$ cat src/rtl/reg8_arb_ctrl.sv
// Two-requester round-robin arbiter in front of an 8-word register bank.
// Each granted access takes one IDLE (arbitrate/latch) cycle and one SERVE cycle.
module reg8_arb_ctrl #(
  parameter int unsigned DW = 8
) (
  input  logic          clk,
  input  logic          rst_n,
  input  logic          req_a,
  input  logic          req_b,
  input  logic          we_a,
  input  logic          we_b,
  input  logic [2:0]    add_a,
  input  logic [2:0]    add_b,
  input  logic [DW-1:0] wdata_a,
  input  logic [DW-1:0] wdata_b,
  output logic          gnt_a,
  output logic          gnt_b,
  output logic          rvalid_a,
  output logic          rvalid_b,
  output logic [DW-1:0] rdata,
  output logic [7:0]    wen,
  output logic          busy
);

  typedef enum logic {StIdle, StServe} state_e;

  state_e          state_q, state_d;
  logic            last_gnt_q;  // 0: A granted last, 1: B granted last
  logic            win_d, win_q;
  logic            we_q;
  logic [2:0]      add_q;
  logic [DW-1:0]   wdata_q;
  logic [DW-1:0]   bank_q [8];
  logic            any_req;
  logic            accept;

  assign any_req = req_a | req_b;
  assign accept  = (state_q == StIdle) && any_req;

  // Arbitration: a lone requester always wins; on collision the one not granted last wins.
  always_comb begin
    win_d = 1'b0;
    if (req_a && req_b) begin
      win_d = ~last_gnt_q;
    end else if (req_b) begin
      win_d = 1'b1;
    end
  end

  // FSM state register
  always_ff @(posedge clk or negedge rst_n) begin
    if (!rst_n) begin
      state_q <= StIdle;
    end else begin
      state_q <= state_d;
    end
  end

  // FSM next-state logic
  always_comb begin
    state_d = state_q;
    unique case (state_q)
      StIdle:  if (any_req) state_d = StServe;
      StServe: state_d = StIdle;
      default: state_d = StIdle;
    endcase
  end

  // Winner's request is captured on SERVE entry so later input changes cannot disturb it.
  always_ff @(posedge clk or negedge rst_n) begin
    if (!rst_n) begin
      last_gnt_q <= 1'b1;
      win_q      <= 1'b0;
      we_q       <= 1'b0;
      add_q      <= '0;
      wdata_q    <= '0;
    end else if (accept) begin
      last_gnt_q <= win_d;
      win_q      <= win_d;
      we_q       <= win_d ? we_b    : we_a;
      add_q      <= win_d ? add_b   : add_a;
      wdata_q    <= win_d ? wdata_b : wdata_a;
    end
  end

  // Register bank, written only through the decoded word enables.
  always_ff @(posedge clk or negedge rst_n) begin
    if (!rst_n) begin
      for (int i = 0; i < 8; i++) begin
        bank_q[i] <= '0;
      end
    end else begin
      for (int i = 0; i < 8; i++) begin
        if (wen[i]) begin
          bank_q[i] <= wdata_q;
        end
      end
    end
  end

  // FSM outputs
  always_comb begin
    gnt_a    = 1'b0;
    gnt_b    = 1'b0;
    rvalid_a = 1'b0;
    rvalid_b = 1'b0;
    rdata    = '0;
    wen      = 8'h00;
    busy     = 1'b0;
    if (state_q == StServe) begin
      busy  = 1'b1;
      gnt_a = ~win_q;
      gnt_b = win_q;
      if (we_q) begin
        wen = 8'h01 << add_q;
      end else begin
        rvalid_a = ~win_q;
        rvalid_b = win_q;
        rdata    = bank_q[add_q];
      end
    end
  end

endmodule

$ cat config.mk
export PLATFORM = sky130hd
export DESIGN_NAME = reg8_arb_ctrl
export DESIGN_NICKNAME = d
export VERILOG_FILES = /design/src/rtl/reg8_arb_ctrl.sv
export SDC_FILE = /design/constraint.sdc
export NUM_CORES = 1
export LEC_CHECK = 0
export CELL_PAD_IN_SITES_DETAIL_PLACEMENT = 1
export CELL_PAD_IN_SITES_GLOBAL_PLACEMENT = 2
export CORE_AREA = 4 4 105 107
export CTS_CLUSTER_DIAMETER = 40
export DETAILED_ROUTE_END_ITERATION = 10
export DIE_AREA = 0 0 109 111
export GPL_ROUTABILITY_DRIVEN = 0
export PLACE_DENSITY_LB_ADDON = 0.1
export SLEW_MARGIN = 40
export SYNTH_ARGS = -nofsm -noshare
export SYNTH_HDL_FRONTEND = slang
export SYNTH_SLANG_ARGS = --single-unit
export TNS_END_PERCENT = 50
$ cat constraint.sdc
create_clock -name clk -period 2.7 [get_ports clk]
set_input_delay 0.675 -clock clk [delete_from_list [all_inputs] [get_ports clk]]
set_output_delay 0.675 -clock clk [all_outputs]
set_load 0.03 [all_outputs]
Word-level counts from Yosys, hierarchy flattened
Cells that the tools add are included.
{"block": "word_totals", "regBits": 79, "in_bits": 28, "output_inout_bits": 21, "elab_cells": 44}
{"block": "op_classes", "magnitude_cmp": 1, "shifts": 1, "n_mux": 21, "n_bitwise": 5, "n_reduce_logical": 2}
{"operator": "$mux 8", "n": 7}
{"operator": "$bmux 8 s3", "n": 1}
{"operator": "$mux 1", "n": 11}
{"operator": "$shl 1x3->8 const A", "n": 1}
{"operator": "$ge 4x4->1 const B", "n": 1}
{"operator": "$not 3->4", "n": 1}
{"operator": "$mux 3", "n": 1}
{"operator": "$not 1->1", "n": 3}
{"operator": "$logic_and 1x1->1", "n": 2}
{"operator": "$pmux 1 s2", "n": 1}
{"operator": "$or 1x1->1", "n": 1}

Depth between registers and ports, before layout
{"block": "depth", "ltp_word": 6, "mapped_depth": 6, "ltp_nobuf": 3}

Worst setup path before layout
No wires, ideal clock.
{"block": "synth_path", "path_type": "reg-to-output", "startpoint": "reg add_q[0]", "endpoint": "out rdata[6]", "arrival_time_ps": 1672, "required_ps": 2025, "path_slack_ps": 353, "stages_incl_launch_ff": 6, "n_path_buf": 2, "cell_sequence": "dfrtp_1 > buf_4 > buf_4 > nor4b_1 > o2bb2ai_1 > o22a_1"}
{"block": "synth_via", "elab_chain_len": 6}
{"item": "start: declaration", "line": "31", "source": "logic [2:0] add_q;"}
{"item": "start signal: assignment", "line": "81", "source": "add_q <= win_d ? add_b : add_a;"}
{"item": "$not 3->4 (implied by the code)", "line": "119", "source": "rdata = bank_q[add_q];"}
{"item": "$bmux 8 s3", "line": "119"}
{"item": "$mux 8 (implied by the code) (2 in a row)", "line": "119"}
{"item": "$mux 8", "line": "114", "source": "if (we_q) begin"}
{"item": "$mux 8", "line": "110", "source": "if (state_q == StServe) begin"}
{"item": "end: declaration", "line": "20", "source": "output logic [DW-1:0] rdata,"}
Every way passes these cells. The select of a mux whose other input is x is not followed.

Worst setup path in the final report
{"block": "layout_path", "startpoint": "reg add_q[0]", "endpoint": "out rdata[7]"}
Same word-level chain as after synthesis.

==> run summary <==
Status -> finished, final reports clean
Max stage delay on crit path -> 460 ps
Post-synthesis sequential area ratio -> 0.527
Die width -> 109 µm
Switch Pwr -> 0.00134 W
Logic pwr share -> 0.314
Clk sinks -> 79
Worst Tran Pin Value -> 464 ps
Initial antenna violation count -> 0
CTS tree -> yes
Internal -> 0.00291 W
Total track usage -> 0.166
Synth area leaders -> dfrtp_1 52%, mux2_2 17%, mux2i_1 5.3%
Final Setup Violations -> 0
Vias in the first global route -> 2677
Area share of the largest cell type after synthesis -> 0.520
Fmax -> 385 MHz
CP cell instances -> buf_4 -> nor4b_2 -> buf_4 -> o2bb2ai_1 -> o22a_1 -> buf_4
Hold Buf Count CTS -> 0
TritonCTS Buffers -> 9
Effective utilization at floorplan -> 0.370
Cell taking the most area after synthesis -> dfrtp_1
Fin. max-slew vios -> 0
Post-synthesis instance total -> 274
Via count -> 2441
Min-delay worst type -> primary input to asynchronous set/reset pin
Share of cells above drive strength 1 -> 0.412
Die area -> 12100 µm²
Final #Nets -> 368
Peak supply drop -> 0.278 mV
Fin. Hold Viols -> 0
Mean Syn Cell Area -> 13.7 µm²
Grt ovf -> 0
Clock power frac -> 0.210
Slew HR -> 0.691
# rows -> 37
Antenna Cells -> 0
Crit-path most repeated cell -> buf_4
DRT Wirelength -> 9250 µm
LEAKAGE -> 2.12 nW
Final HPWL DP -> 6820 µm
Vias per inst -> 5.07
Power Dens Cells -> 904 nW/µm²
Slowest library cell on the worst path -> dfrtp_2
DR DRC count -> 0
Initial DRC Count -> 49
Htree depth -> 3
Root Driver -> clkbuf_8
Drt wl/cell -> 19.2 µm
Worst skew pair latency -> 350 ps
Most common cell after layout, fill and taps aside -> dfrtp_1
Iteration count of the initial detailed-routing pass -> 4
Clock Skews -> 12.4 ps
Seq pwr share -> 0.476
Syn nets -> 302
Clk buf depth -> 2
Switching share of power -> 0.315
Fillers -> 1044
Worst setup EP type -> output pin
Flops & latches, synth -> 79
CP Max Fanout -> 9
Die Height -> 111 µm
Largest net degree at the start of global routing -> 46
Startpoint Class -> flip-flop
Tot Pwr -> 0.00425 W
Final period util -> 0.961
Final Critical Period -> 2590 ps
Routed Antenna Nets -> 0
Yosys warnings -> 0
Core area -> 10100 µm²
First-pass GRT wire length -> 15300 µm
Commonest non-fill, non-tap cells in the layout -> 74 x dfrtp_1, 56 x mux2_2, 35 x buf_4
Arrival @ worst endpoint -> 1920 ps
CP Class -> flip-flop to output pin
Max cap viols -> 0
IO Port Bufs -> 48
Req. time, crit path -> 2030 ps
Synthesized area -> 3750 µm²
Clock-pin slew on the worst setup and hold paths -> 80 ps
Area growth syn-to-layout -> 25.3%
IO Count -> 49
Count of cell types in the netlist -> 31
Fin Hold WS -> 261 ps
## per-layer routing
layer  track usage  vias up  share of wire
li1              -     1139              -
met3        0.0320       12          0.032
met2         0.249       45           0.47
met5             0        -              0
met1         0.240     1245           0.48
met4        0.0530        0          0.016
## critical path: cells and delay by family (launching register included)
family,cells,cell delay (ps)
simple gates,1,290
buf+inv,3,530
compound gates,2,280
flops,1,460
## metrics by stage
stage,std cells,util,setup TNS (ps),setup WS (ps),cell area (µm²)
final,481,0.464,0,106,4700
after global routing,481,0.464,-199,-61.3,4700
after CTS,480,0.462,0,1.40,4690
after detailed placement,464,0.442,0,373,4480
after global placement,464,0.442,0,396,4480
after floorplan,274,-,0,353,3750
## power groups by stage
stage	sequential (W)	combinational [W]	clock [W]
after floorplan	0.00188	0.00100	0
after global placement	0.00204	0.00130	0
after detailed placement	0.00205	0.00134	0
after CTS	0.00203	0.00135	0.000926
after global routing	0.00210	0.00145	0.000981
final	0.00202	0.00133	0.000894
## sequential cells by signal (all words and copies together) (netlist names)
signal      cells
last_gnt_q      1
wdata_q         8
win_q           1
add_q           3
state_q         1
we_q            1
bank_q         64
## final timing paths
check,depth (start not counted),endpoint,slack [ps],from
max,6,rdata[7],110,add_q[0]
min,1,bank_q[8],260,rst_n
max reg2reg,4,bank_q[57],850,add_q[1]
min reg2reg,1,bank_q[52],510,bank_q[52]
max in group asynchronous,2,add_q[0],1810,rst_n
min in group clk,1,bank_q[52],510,bank_q[52]
## cells in the mapped netlist, drive strengths merged
cell	n
a21boi	1
a21oi	9
a31oi	1
buf	8
clkbuf	7
dfrtp	78
dfstp	1
inv	5
mux2	64
mux2i	20
mux4	8
nand2	13
nand2b	2
nand3	5
nand3b	7
nor2	10
nor4b	2
nor4bb	1
o21ai	12
o21bai	1
o22a	8
o22ai	1
o2bb2ai	8
or3b	1
or4b	1
## final cells by class
cell class	instances	area, µm²	area share
inverter	5	18.8	0.00399
clock inverter	4	53.8	0.0114
multi-input combinational	175	1680	0.357
tap	136	170	0.0362
clock buffer	12	145	0.0309
timing repair buffer	70	653	0.139
sequential	79	1980	0.422
## logic make-up after synthesis
family                 Yosys count  share of synthesized area
muxes                           92                      0.301
DFF                             79                      0.527
and+or+nand+nor                 42                     0.0703
AOI/OAI and AO/OA               41                     0.0727
buffers and inverters           20                     0.0287
## repair_timing
item / in CTS / in global routing
buffers inserted: 0 / 1
endpoints found under the setup margin: 7 / 9
gates resized for setup: 2 / 3
Power figures use the tool's default switching activity.
